<file path="config.mk">
export PLATFORM = sky130hd
export DESIGN_NAME = cpu_run_controller
export DESIGN_NICKNAME = d
export VERILOG_FILES = /design/src/rtl/cpu_run_controller.sv
export SDC_FILE = /design/constraint.sdc
export NUM_CORES = 1
export LEC_CHECK = 0
export ABC_AREA = 1
export BUFFER_PORTS_ARGS = -buffer_cell sky130_fd_sc_hd__buf_2
export CAP_MARGIN = 20
export CORE_UTILIZATION = 29
export CTS_CLUSTER_DIAMETER = 50
export DETAILED_ROUTE_END_ITERATION = 10
export GPL_TIMING_DRIVEN = 0
export PLACE_DENSITY_LB_ADDON = 0.3
export SLEW_MARGIN = 40
export SYNTH_ARGS = -nofsm -noshare
export SYNTH_HDL_FRONTEND = slang
export SYNTH_SLANG_ARGS = --single-unit
</file>
<file path="constraint.sdc">
create_clock -name clk -period 2.6 [get_ports clk]
set_input_delay 0.39 -clock clk [delete_from_list [all_inputs] [get_ports clk]]
set_output_delay 0.39 -clock clk [all_outputs]
set_load 0.05 [all_outputs]
</file>
<file path="src/rtl/cpu_run_controller.sv">
// Run controller: sequences CPU reset, bounds the run by cycle budget, reports halt/stall/timeout verdict.
// Latency: all outputs registered, verdict one cycle after the terminating RUN cycle; no backpressure (strobes always accepted).
module cpu_run_controller #(
  parameter int CNT_W         = 32,
  parameter int RST_CYCLES    = 1,
  parameter int MAX_CYCLES    = 200,
  parameter int STALL_LIMIT   = 64,
  parameter int EXPECT_RETIRE = 17,
  parameter int HALT_MODE     = 1,
  parameter int AUTO_START    = 1
) (
  input  logic             clk,
  input  logic             rst,
  input  logic             start,
  input  logic             retire,
  input  logic             halt,
  output logic             cpu_rst,
  output logic             running,
  output logic             done,
  output logic             pass,
  output logic [1:0]       fail_code,
  output logic [CNT_W-1:0] cycle_cnt,
  output logic [CNT_W-1:0] retire_cnt
);

  typedef enum logic [1:0] {
    IDLE  = 2'd0,
    RESET = 2'd1,
    RUN   = 2'd2,
    DONE  = 2'd3
  } state_t;

  localparam int              RW       = (RST_CYCLES > 1) ? $clog2(RST_CYCLES) : 1;
  localparam logic [RW-1:0]   RST_LAST = RW'(RST_CYCLES - 1);
  localparam logic [CNT_W-1:0] MAX_C   = CNT_W'(MAX_CYCLES);
  localparam logic [CNT_W-1:0] STALL_C = CNT_W'(STALL_LIMIT);
  localparam logic [CNT_W-1:0] EXP_C   = CNT_W'(EXPECT_RETIRE);

  localparam logic [1:0] FC_OK     = 2'd0;
  localparam logic [1:0] FC_RETIRE = 2'd1;
  localparam logic [1:0] FC_STALL  = 2'd2;
  localparam logic [1:0] FC_TMO    = 2'd3;

  state_t           state, state_n;
  logic [RW-1:0]    rst_cnt, rst_cnt_n;
  logic [CNT_W-1:0] stall_cnt, stall_n;
  logic [CNT_W-1:0] cycle_n, retire_n;
  logic             pass_n;
  logic [1:0]       code_n;

  function automatic logic [CNT_W-1:0] sat_inc(input logic [CNT_W-1:0] v);
    return (&v) ? v : v + 1'b1;
  endfunction

  always_comb begin
    state_n   = state;
    rst_cnt_n = rst_cnt;
    cycle_n   = cycle_cnt;
    retire_n  = retire_cnt;
    stall_n   = stall_cnt;
    pass_n    = pass;
    code_n    = fail_code;

    unique case (state)
      IDLE: begin
        if ((AUTO_START != 0) || start) state_n = RESET;
      end
      RESET: begin
        if (rst_cnt == RST_LAST) state_n = RUN;
        else rst_cnt_n = rst_cnt + 1'b1;
      end
      RUN: begin
        cycle_n  = sat_inc(cycle_cnt);
        retire_n = retire ? sat_inc(retire_cnt) : retire_cnt;
        stall_n  = retire ? '0 : sat_inc(stall_cnt);
        // Termination looks at the counts including this cycle's update.
        if ((HALT_MODE != 0) && halt) begin
          state_n = DONE;
          if ((EXPECT_RETIRE == 0) || (retire_n == EXP_C)) begin
            pass_n = 1'b1;
            code_n = FC_OK;
          end else begin
            pass_n = 1'b0;
            code_n = FC_RETIRE;
          end
        end else if ((STALL_LIMIT != 0) && (stall_n == STALL_C)) begin
          state_n = DONE;
          pass_n  = 1'b0;
          code_n  = FC_STALL;
        end else if (cycle_n == MAX_C) begin
          state_n = DONE;
          pass_n  = 1'b0;
          code_n  = FC_TMO;
        end
      end
      DONE: begin
        if (start) state_n = RESET;
      end
    endcase

    if ((state_n == RESET) && (state != RESET)) begin
      rst_cnt_n = '0;
      cycle_n   = '0;
      retire_n  = '0;
      stall_n   = '0;
      pass_n    = 1'b0;
      code_n    = FC_OK;
    end
  end

  always_ff @(posedge clk) begin
    if (rst) begin
      state      <= IDLE;
      rst_cnt    <= '0;
      stall_cnt  <= '0;
      cycle_cnt  <= '0;
      retire_cnt <= '0;
      pass       <= 1'b0;
      fail_code  <= FC_OK;
      cpu_rst    <= 1'b1;
      running    <= 1'b0;
      done       <= 1'b0;
    end else begin
      state      <= state_n;
      rst_cnt    <= rst_cnt_n;
      stall_cnt  <= stall_n;
      cycle_cnt  <= cycle_n;
      retire_cnt <= retire_n;
      pass       <= pass_n;
      fail_code  <= code_n;
      cpu_rst    <= (state_n != RUN);
      running    <= (state_n == RUN);
      done       <= (state_n == DONE);
    end
  end

endmodule

</file>
# Word level (Yosys, flattened, before mapping)

Index checks and enable logic that the tools add are counted.

Add/sub/neg operators: 4
Eq/ne operators: 11
Muxes and demuxes: 20
Reductions and logical operators: 8

Operators with widths:

| operator              | count |
|---|---|
| $mux 32               | 5 |
| $add 32x1->32 const B | 3 |
| $reduce_and 32->1     | 3 |
| $eq 32x5->1 const B   | 1 |
| $eq 32x7->1 const B   | 1 |
| $eq 32x8->1 const B   | 1 |
| $mux 2                | 8 |
| $eq 2x2->1 const B    | 4 |
| $pmux 2 s4            | 1 |
| $mux 1                | 6 |
| $eq 2x1->1 const B    | 2 |
| $reduce_bool 3->1     | 1 |
| $logic_not 2->1       | 1 |
| $ne 2x1->1 const B    | 1 |
| $ne 2x2->1 const B    | 1 |
| $reduce_and 2->1      | 1 |
| $reduce_or 2->1       | 1 |
| $add 1x1->1 const B   | 1 |
| $logic_and 1x1->1     | 1 |

Register bits: 105
Output and inout bits: 70
Logic and storage cells: 53

# Logic depth before layout (Yosys ltp)

Gate-level depths: netlist of the first run.

Word-level depth: 10
Gate-level depth with buffers: 19

# Worst setup path before layout of the first run

Ideal clock, no wire load.

Path kind: reg2reg
From: register cycle_cnt[1]
To: register pass
Setup time: 110 ps
Data arrival time: 2423 ps
Data required time: 2490 ps
Slack: 67 ps
Stages on the path, launching flop included: 18
Path buffers: 1
Cells stage by stage: dfxtp_1 -> ha_1 -> nand2_4 -> nor2_8 -> nand2_4 -> nor2_4 -> nand2_1 -> buf_6 -> nand2_1 -> o21ai_1 -> nor2_1 -> nand3_1 -> nor2_1 -> nand4_2 -> nand3_1 -> nand2_1 -> clkinv_1 -> nor2_1

Cells in the longest elaborated chain, start to end: 10
Elaborated cells on any way between the ends: 13
Classes of those cells: add/sub (1); eq/ne (2); mux (5); reduce/logical (5)

Ends and longest elaborated chain:

| item                                               | RTL line | source |
|---|---|---|
| start: declaration                                 | 22       | `output logic [CNT_W-1:0] cycle_cnt,` |
| start signal: assignment                           | 127      | `cycle_cnt <= cycle_n;` |
| $add 32x1->32 or $reduce_and 32->1 (tied branches) | 52       | `return (&v) ? v : v + 1'b1;` |
| $mux 32 (*)                                        | 52       |  |
| $eq 32x8->1 (*)                                    | 90       | `end else if (cycle_n == MAX_C) begin` |
| $mux 2                                             | 90       |  |
| $mux 2                                             | 86       | `end else if ((STALL_LIMIT != 0) && (stall_n == STALL_C)) begin` |
| $mux 2                                             | 77       | `if ((HALT_MODE != 0) && halt) begin` |
| $pmux 2 s4                                         | 64       | `unique case (state)` |
| $eq 2x1->1                                         | 101      | `if ((state_n == RESET) && (state != RESET)) begin` |
| $logic_and 1x1->1                                  | 101      |  |
| $reduce_or 2->1 (no line)                          | n/a      |  |
| end signal: assignment                             | 129      | `pass <= pass_n;` |
| end: declaration                                   | 20       | `output logic pass,` |

Every way passes the cells marked *; elsewhere a longest branch is shown, timed or not.
A chain may end at the register's enable or synchronous reset.

# Worst setup path after layout of the first run

From: register cycle_cnt[15]
To: register done

Cells in the longest elaborated chain, start to end: 8
Elaborated cells on any way between the ends: 9
Classes of those cells: add/sub (1); eq/ne (2); mux (5); reduce/logical (1)

Ends and longest elaborated chain:

| item                                               | RTL line | source |
|---|---|---|
| $add 32x1->32 or $reduce_and 32->1 (tied branches) | 52       |  |
| $mux 32 (*)                                        | 52       |  |
| $eq 32x8->1 (*)                                    | 90       |  |
| $mux 2 (*)                                         | 90       |  |
| $mux 2 (*)                                         | 86       |  |
| $mux 2 (*)                                         | 77       |  |
| $pmux 2 s4 (*)                                     | 64       |  |
| $eq 2x2->1 (*)                                     | 133      | `done <= (state_n == DONE);` |
| end signal: assignment                             | 133      |  |
| end: declaration                                   | 19       | `output logic done,` |

Marked as above.

==> flow_metrics.py, run 1 <==
metrics = {
    "outcome": {
        "outcome": "finished with violations",
        "violations": "design-rule violations",
    },
    "routing": {
        "wire_per_inst_um": 15.4,
        "dr_total_vias": 8965,
        "drc_errors": 2,
        "drt_first_pass_iters": 8,
        "routed_wl_mm": 27.8,
        "drtIter0Drc": 742,
        "viasPerCell": 4.98,
        "ant_nets": 0,
    },
    "floorplanning": {
        "ios": 75,
        "die_h_um": 166,
        "initial_core_util_pct": 29.7,
        "die_width_um": 166,
        "rows": 59,
        "dieArea_um2": 27400,
        "core_area_um2": 26100,
    },
    "worst_setup_path": {
        "crit_fanout": 10,
        "cp-end-kind": "flip-flop",
        "crit_path_start_kind": "flip-flop",
        "critPathArrivalTime_ns": 2.80,
        "worstRegToRegCells": 15,
        "crit_required_ns": 2.91,
        "crit_type": "flip-flop to flip-flop",
    },
    "synth": {
        "postSynthAreaPerCell_um2": 5.67,
        "ys_ff_latch": 104,
        "async_reset_ff_share_pct": 0,
        "synth-edff-count": 0,
        "synth_cell_types": 38,
        "ys_warn_count": 0,
        "synth_seq_area_share_pct": 26.8,
        "synth_cells": 1370,
        "synth_top_area_share_pct": 26.8,
        "synthTopCellsByCount": "433 x nand2_1, 222 x nor2_1, 148 x inv_1",
        "synth_area_leader_cell": "dfxtp_1",
        "synth_area_leaders": "dfxtp_1 27%, nand2_1 21%, nor2_1 11%",
        "yosys_most_used_dff": "dfxtp_1",
        "synth_area_um2": 7760,
        "synth_nets": 1378,
        "synthMostInstantiatedCell": "nand2_1",
    },
    "sta": {
        "maxSlewHeadroom_pct": 49.8,
        "setup_slack_ns": 0.112,
        "finalSetupViolCount": 0,
        "slew_violations": 0,
        "clock.fmax_mhz": 402,
        "finClkSkew_ns": 0.0124,
        "hold_viol": 0,
        "finalCriticalPeriod_ns": 2.49,
        "fin_crit_sh_pct": 95.7,
        "worst_pin_slew_ns": 0.753,
    },
    "placement": {
        "dpl_worst_slack_ns": -0.218,
        "place.gp.congestion": 0.971,
        "dpl.hpwl_mm": 21.6,
        "portBuffers": 73,
    },
    "cts": {
        "clk-insertion-delay-late_ns": 0.37,
        "cts-root-buf": "clkbuf_16",
        "clkTransAtPathRegs_ns": 0.08,
        "clockBufferDepth": 2,
        "cts_tree": "built",
        "cts_buffers": 9,
        "clock_sinks": 104,
        "cts_max_level": 3,
    },
    "global_route": {
        "grt_start_max_net_pins": 19,
        "grt_antenna_before_repair": 0,
        "grt_overflow": 0,
        "grt_usage_pct": 19.9,
        "grt_pass1_wl_mm": 43.3,
        "grt_pass1_vias": 8100,
    },
    "cells_and_area": {
        "fin_nets": 1468,
        "n_fill_cell": 2990,
        "areaGrowthSynthToFinish_pct": 17.4,
        "drive_gt1_share_pct": 12.7,
        "n_antenna_cell": 0,
    },
    "run": {
        "cap_violations": 0,
    },
    "power": {
        "cellLeakagePower_nw": 3.97,
        "totalPowerFinal_mw": 4.82,
        "powerDensity_nw_per_um2": 529,
        "ir_worst_vdd_v": 0.000272,
    },
    "min_path": {
        "hold_depth": 2,
        "hold_path.class": "input pin to flip-flop",
    },
}
-- final cells by class --
class                           instances  area [um2]  area share [%]
Buffer                                 52         250            2.75
Clock buffer                           10         239            2.62
Clock inverter                          6        52.6           0.577
Inverter                              159         599            6.58
Multi-Input combinational cell       1055        5030            55.2
Sequential cell                       104        2110            23.2
Tap cell                              335         419            4.60
Timing Repair Buffer                   79         410            4.50
-- cell families (layout without fill, tap and decap cells) --
group / Yosys count / after routing / share of synthesized area, %
flip-flops: 104 / 104 / 26.8
multiplexers: 1 / 1 / 0.129
AND/OR/NAND/NOR: 844 / 844 / 46.4
AO/OA/AOI/OAI: 189 / 189 / 13.5
XOR/XNOR: 18 / 18 / 2.03
buffers and inverters: 211 / 306 / 10.6
adder cells (fa/ha/maj): 3 / 3 / 0.484
-- metrics by stage --
| stage | util, % | cells | cell area, um2 | hold WS, ns | setup TNS, ns |
|---|---|---|---|---|---|
| final | 34.9 | 1800 | 9110 | 0.283 | 0 |
| after global placement | 32.7 | 1778 | 8550 | 0.533 | -1.02 |
| after global routing | 34.9 | 1800 | 9110 | 0.293 | -0.0312 |
| after detailed placement | 32.7 | 1778 | 8550 | 0.527 | -0.836 |
| after floorplan | - | 1370 | 7760 | 0.462 | 0 |
| after CTS | 34.0 | 1795 | 8890 | 0.270 | 0 |
-- sequential cells by signal, indices dropped and copies added (netlist names) --
register	count
state	2
stall_cnt	32
cpu_rst	1
cycle_cnt	32
fail_code	2
done	1
running	1
pass	1
retire_cnt	32
-- placed cells by master (no fill, tap or decap), types with 4 or more instances in the layout --
cell type | Yosys | final
nand4_1 | 23 | 23
buf_4 | 3 | 8
clkbuf_16 | 0 | 9
nand2_1 | 433 | 431
clkbuf_1 | 34 | 34
nor2_4 | 4 | 14
nand3b_1 | 22 | 22
a21oi_1 | 68 | 67
buf_6 | 2 | 5
o21ai_0 | 79 | 79
o211ai_1 | 30 | 30
nor2_1 | 222 | 204
inv_1 | 148 | 148
xnor2_1 | 9 | 9
inv_2 | 7 | 6
a211oi_1 | 4 | 4
nor2_2 | 9 | 17
xor2_1 | 9 | 9
clkinv_1 | 4 | 4
nand2_2 | 4 | 6
buf_1 | 7 | 7
dfxtp_2 | 0 | 14
nand3_1 | 109 | 108
dfxtp_1 | 104 | 87
buf_2 | 5 | 75
-- power breakdown --
part | internal, mW | total [mW] | leakage (nW) | switching, mW
sequential | 1.74 | 1.95 | 0.852 | 0.209
clock | 0.692 | 1.41 | 0.137 | 0.715
combinational | 0.375 | 1.47 | 2.98 | 1.10
-- per-layer routing --
metal | wire length [um] | track usage [%]
met5 | 0 | 0
met4 | 560 | 6.10
met3 | 1700 | 2.27
met2 | 12700 | 33.0
met1 | 12800 | 26.9
-- final timing paths --
kind	startpoint	endpoint	slack, ns
min reg2reg	fail_code[1]	fail_code[1]	0.54
max	cycle_cnt[15]	done	0.11
max reg2reg	cycle_cnt[15]	done	0.11
min	rst	done	0.28
-- worst max-delay path, stage by stage (launching register included) --
cell     delay [ns]
dfxtp_1        0.49
nand2_1        0.12
nor2_1         0.23
nand2_1        0.15
nor2_4         0.11
nand2_1        0.08
buf_6          0.15
nand2_1        0.08
o21ai_2        0.11
nor2_1         0.13
nand3_1        0.09
nor2_2         0.19
nand4_4        0.18
nand4_4        0.13
nand2_1        0.11
nor2_1         0.09
-- repair_timing --
action / 4_1_cts / 5_1_grt
resized for setup: 10 / 64
buffers inserted: 1 / 5
setup endpoints to repair: 7 / 7
pin swaps: 1 / 7
hold buffers: 0 / 0
Power figures use the tool's default switching activity.
==> inputs of run 2 (changes only) <==
--- a/config.mk
+++ b/config.mk
@@ -9,6 +9,7 @@
 export BUFFER_PORTS_ARGS = -buffer_cell sky130_fd_sc_hd__buf_2
 export CAP_MARGIN = 20
 export CORE_UTILIZATION = 29
+export CTS_BUF_LIST = sky130_fd_sc_hd__clkbuf_8
 export CTS_CLUSTER_DIAMETER = 50
 export DETAILED_ROUTE_END_ITERATION = 10
 export GPL_TIMING_DRIVEN = 0
==> flow_metrics.py, run 2 (synthesis gave the netlist of run 1 again) <==
metrics = {
    "outcome": {
        "outcome": "finished with violations",
        "violations": "design-rule violations",
    },
    "sta": {
        "worst_pin_slew_ns": 0.740,
        "setup_slack_ns": 0.150,
        "rsz0062_at_grt": "true",
        "hold_viol": 0,
        "slew_violations": 0,
        "finalSetupViolCount": 0,
        "fin_setup_tns_ns": 0,
        "maxSlewHeadroom_pct": 50.7,
        "fin_crit_sh_pct": 94.2,
        "finClkSkew_ns": 0.0193,
        "finalCriticalPeriod_ns": 2.45,
        "clock.fmax_mhz": 408,
    },
    "worst_setup_path": {
        "r2r_slack_ns": 0.15,
        "critPathArrivalTime_ns": 2.79,
        "cp-end-kind": "flip-flop",
        "crit_path_start_kind": "flip-flop",
        "crit_type": "flip-flop to flip-flop",
        "crit_fanout": 10,
        "crit_required_ns": 2.94,
    },
    "cts": {
        "cts_tree": "built",
        "cts_max_level": 3,
        "clk-insertion-delay-late_ns": 0.41,
        "clockBufferDepth": 2,
        "clock_sinks": 104,
        "cts_buffers": 9,
        "cts_hold_buf": 0,
        "clkTransAtPathRegs_ns": 0.11,
        "cts-root-buf": "clkbuf_8",
    },
    "placement": {
        "dp_cells": 1778,
        "post_dp_cell_area_um2": 8550,
        "dpl.hpwl_mm": 21.6,
        "portBuffers": 73,
        "place.gp.congestion": 0.971,
        "dpl_worst_slack_ns": -0.218,
    },
    "routing": {
        "drtIter0Drc": 774,
        "drc_errors": 2,
        "ant_nets": 0,
        "drt_first_pass_iters": 8,
        "dr_total_vias": 8958,
        "viasPerCell": 4.97,
        "routed_wl_mm": 27.8,
        "wire_per_inst_um": 15.4,
    },
    "global_route": {
        "grt_start_max_net_pins": 19,
        "grt_usage_pct": 19.9,
        "grt_pass1_wl_mm": 43.2,
        "grt_overflow": 0,
        "grt_antenna_before_repair": 0,
        "grt_pass1_vias": 8102,
    },
    "power": {
        "cellLeakagePower_nw": 3.93,
        "powerDensity_nw_per_um2": 496,
        "ir_worst_vdd_v": 0.000253,
    },
    "cells_and_area": {
        "areaGrowthSynthToFinish_pct": 16.4,
        "n_antenna_cell": 0,
        "fin_nets": 1469,
        "drive_gt1_share_pct": 13.6,
        "mostFrequentLayoutCells": "430 x nand2_1, 205 x nor2_1, 148 x inv_1",
        "layout_commonest_cell": "nand2_1",
        "multi_input_area_um2": 5030,
        "largestRegisters": "cycle_cnt x32, retire_cnt x32, stall_cnt x32",
        "n_fill_cell": 3010,
        "layout.area.seq_um2": 2130,
        "final_area_um2": 9030,
        "layoutNonFillerInstCount": 1801,
    },
    "run": {
        "cap_violations": 0,
    },
    "floorplanning": {
        "die_h_um": 166,
        "ios": 75,
        "core_area_um2": 26100,
        "dieArea_um2": 27400,
        "rows": 59,
        "initial_core_util_pct": 29.7,
        "die_width_um": 166,
    },
    "min_path": {
        "hold_path.class": "input pin to flip-flop",
    },
}
## run 2: final timing paths
check,from,endpoint,cells past startpoint
worst max register to register,retire_cnt[0],pass,16
worst min register to register,stall_cnt[10],stall_cnt[10],2
worst max-delay path,retire_cnt[0],pass,16
worst min-delay path,rst,done,2
## run 2: through the flow
step / util [%] / power [mW] / hold slack, ns
final: 34.6 / 4.48 / 0.248
after global routing: 34.6 / 4.74 / 0.243
after CTS: 33.6 / 4.47 / 0.221
after detailed placement: 32.7 / 3.40 / 0.527
after global placement: 32.7 / 3.39 / 0.533
after floorplan: - / 2.94 / 0.462
## run 2: power by group
part | leakage [nW] | internal (mW) | total, mW | switching (mW)
sequential | 0.859 | 1.74 | 1.95 | 0.209
clock | 0.0910 | 0.389 | 1.05 | 0.665
combinational | 2.98 | 0.378 | 1.48 | 1.10
## run 2: timing repair
item,CTS,global route
setup buffers,1,6
pin swaps,1,8
hold endpoints to repair,0,0
gates resized for setup,10,76
setup endpoints to repair,7,7
## run 2: per-layer routing
layer / routed length, um / global-route usage, % / up-vias / part of all wire (%)
li1: - / - / 4572 / -
met1: 13100 / 26.8 / 4090 / 47
met2: 12700 / 32.7 / 262 / 46
met3: 1450 / 2.53 / 34 / 5.2
met4: 549 / 6.42 / 0 / 2.0
met5: 0 / 0 / - / 0
## run 2: worst max-delay path, stage by stage (launching register included)
cell and delay [ns]:
dfxtp_2 0.38, ha_2 0.22, nand2_2 0.08, nor2_4 0.15
nand2_2 0.12, nor2_4 0.17, nand3_4 0.15, buf_6 0.18
nand4_1 0.08, nand2_1 0.08, nor2_1 0.10, nand2_1 0.09
nor2_1 0.20, nand4_1 0.14, nand2_1 0.10, clkinv_1 0.06
nor2_1 0.09
## run 2: final cells by class
class / count / share of cell area [%]
plain buffers: 52 / 2.74
clock buffers: 10 / 1.52
clock inverters: 6 / 0.582
inverters: 159 / 6.63
multi-input cells: 1055 / 55.7
flip-flops and latches: 104 / 23.6
well taps: 335 / 4.64
repair buffers: 80 / 4.63
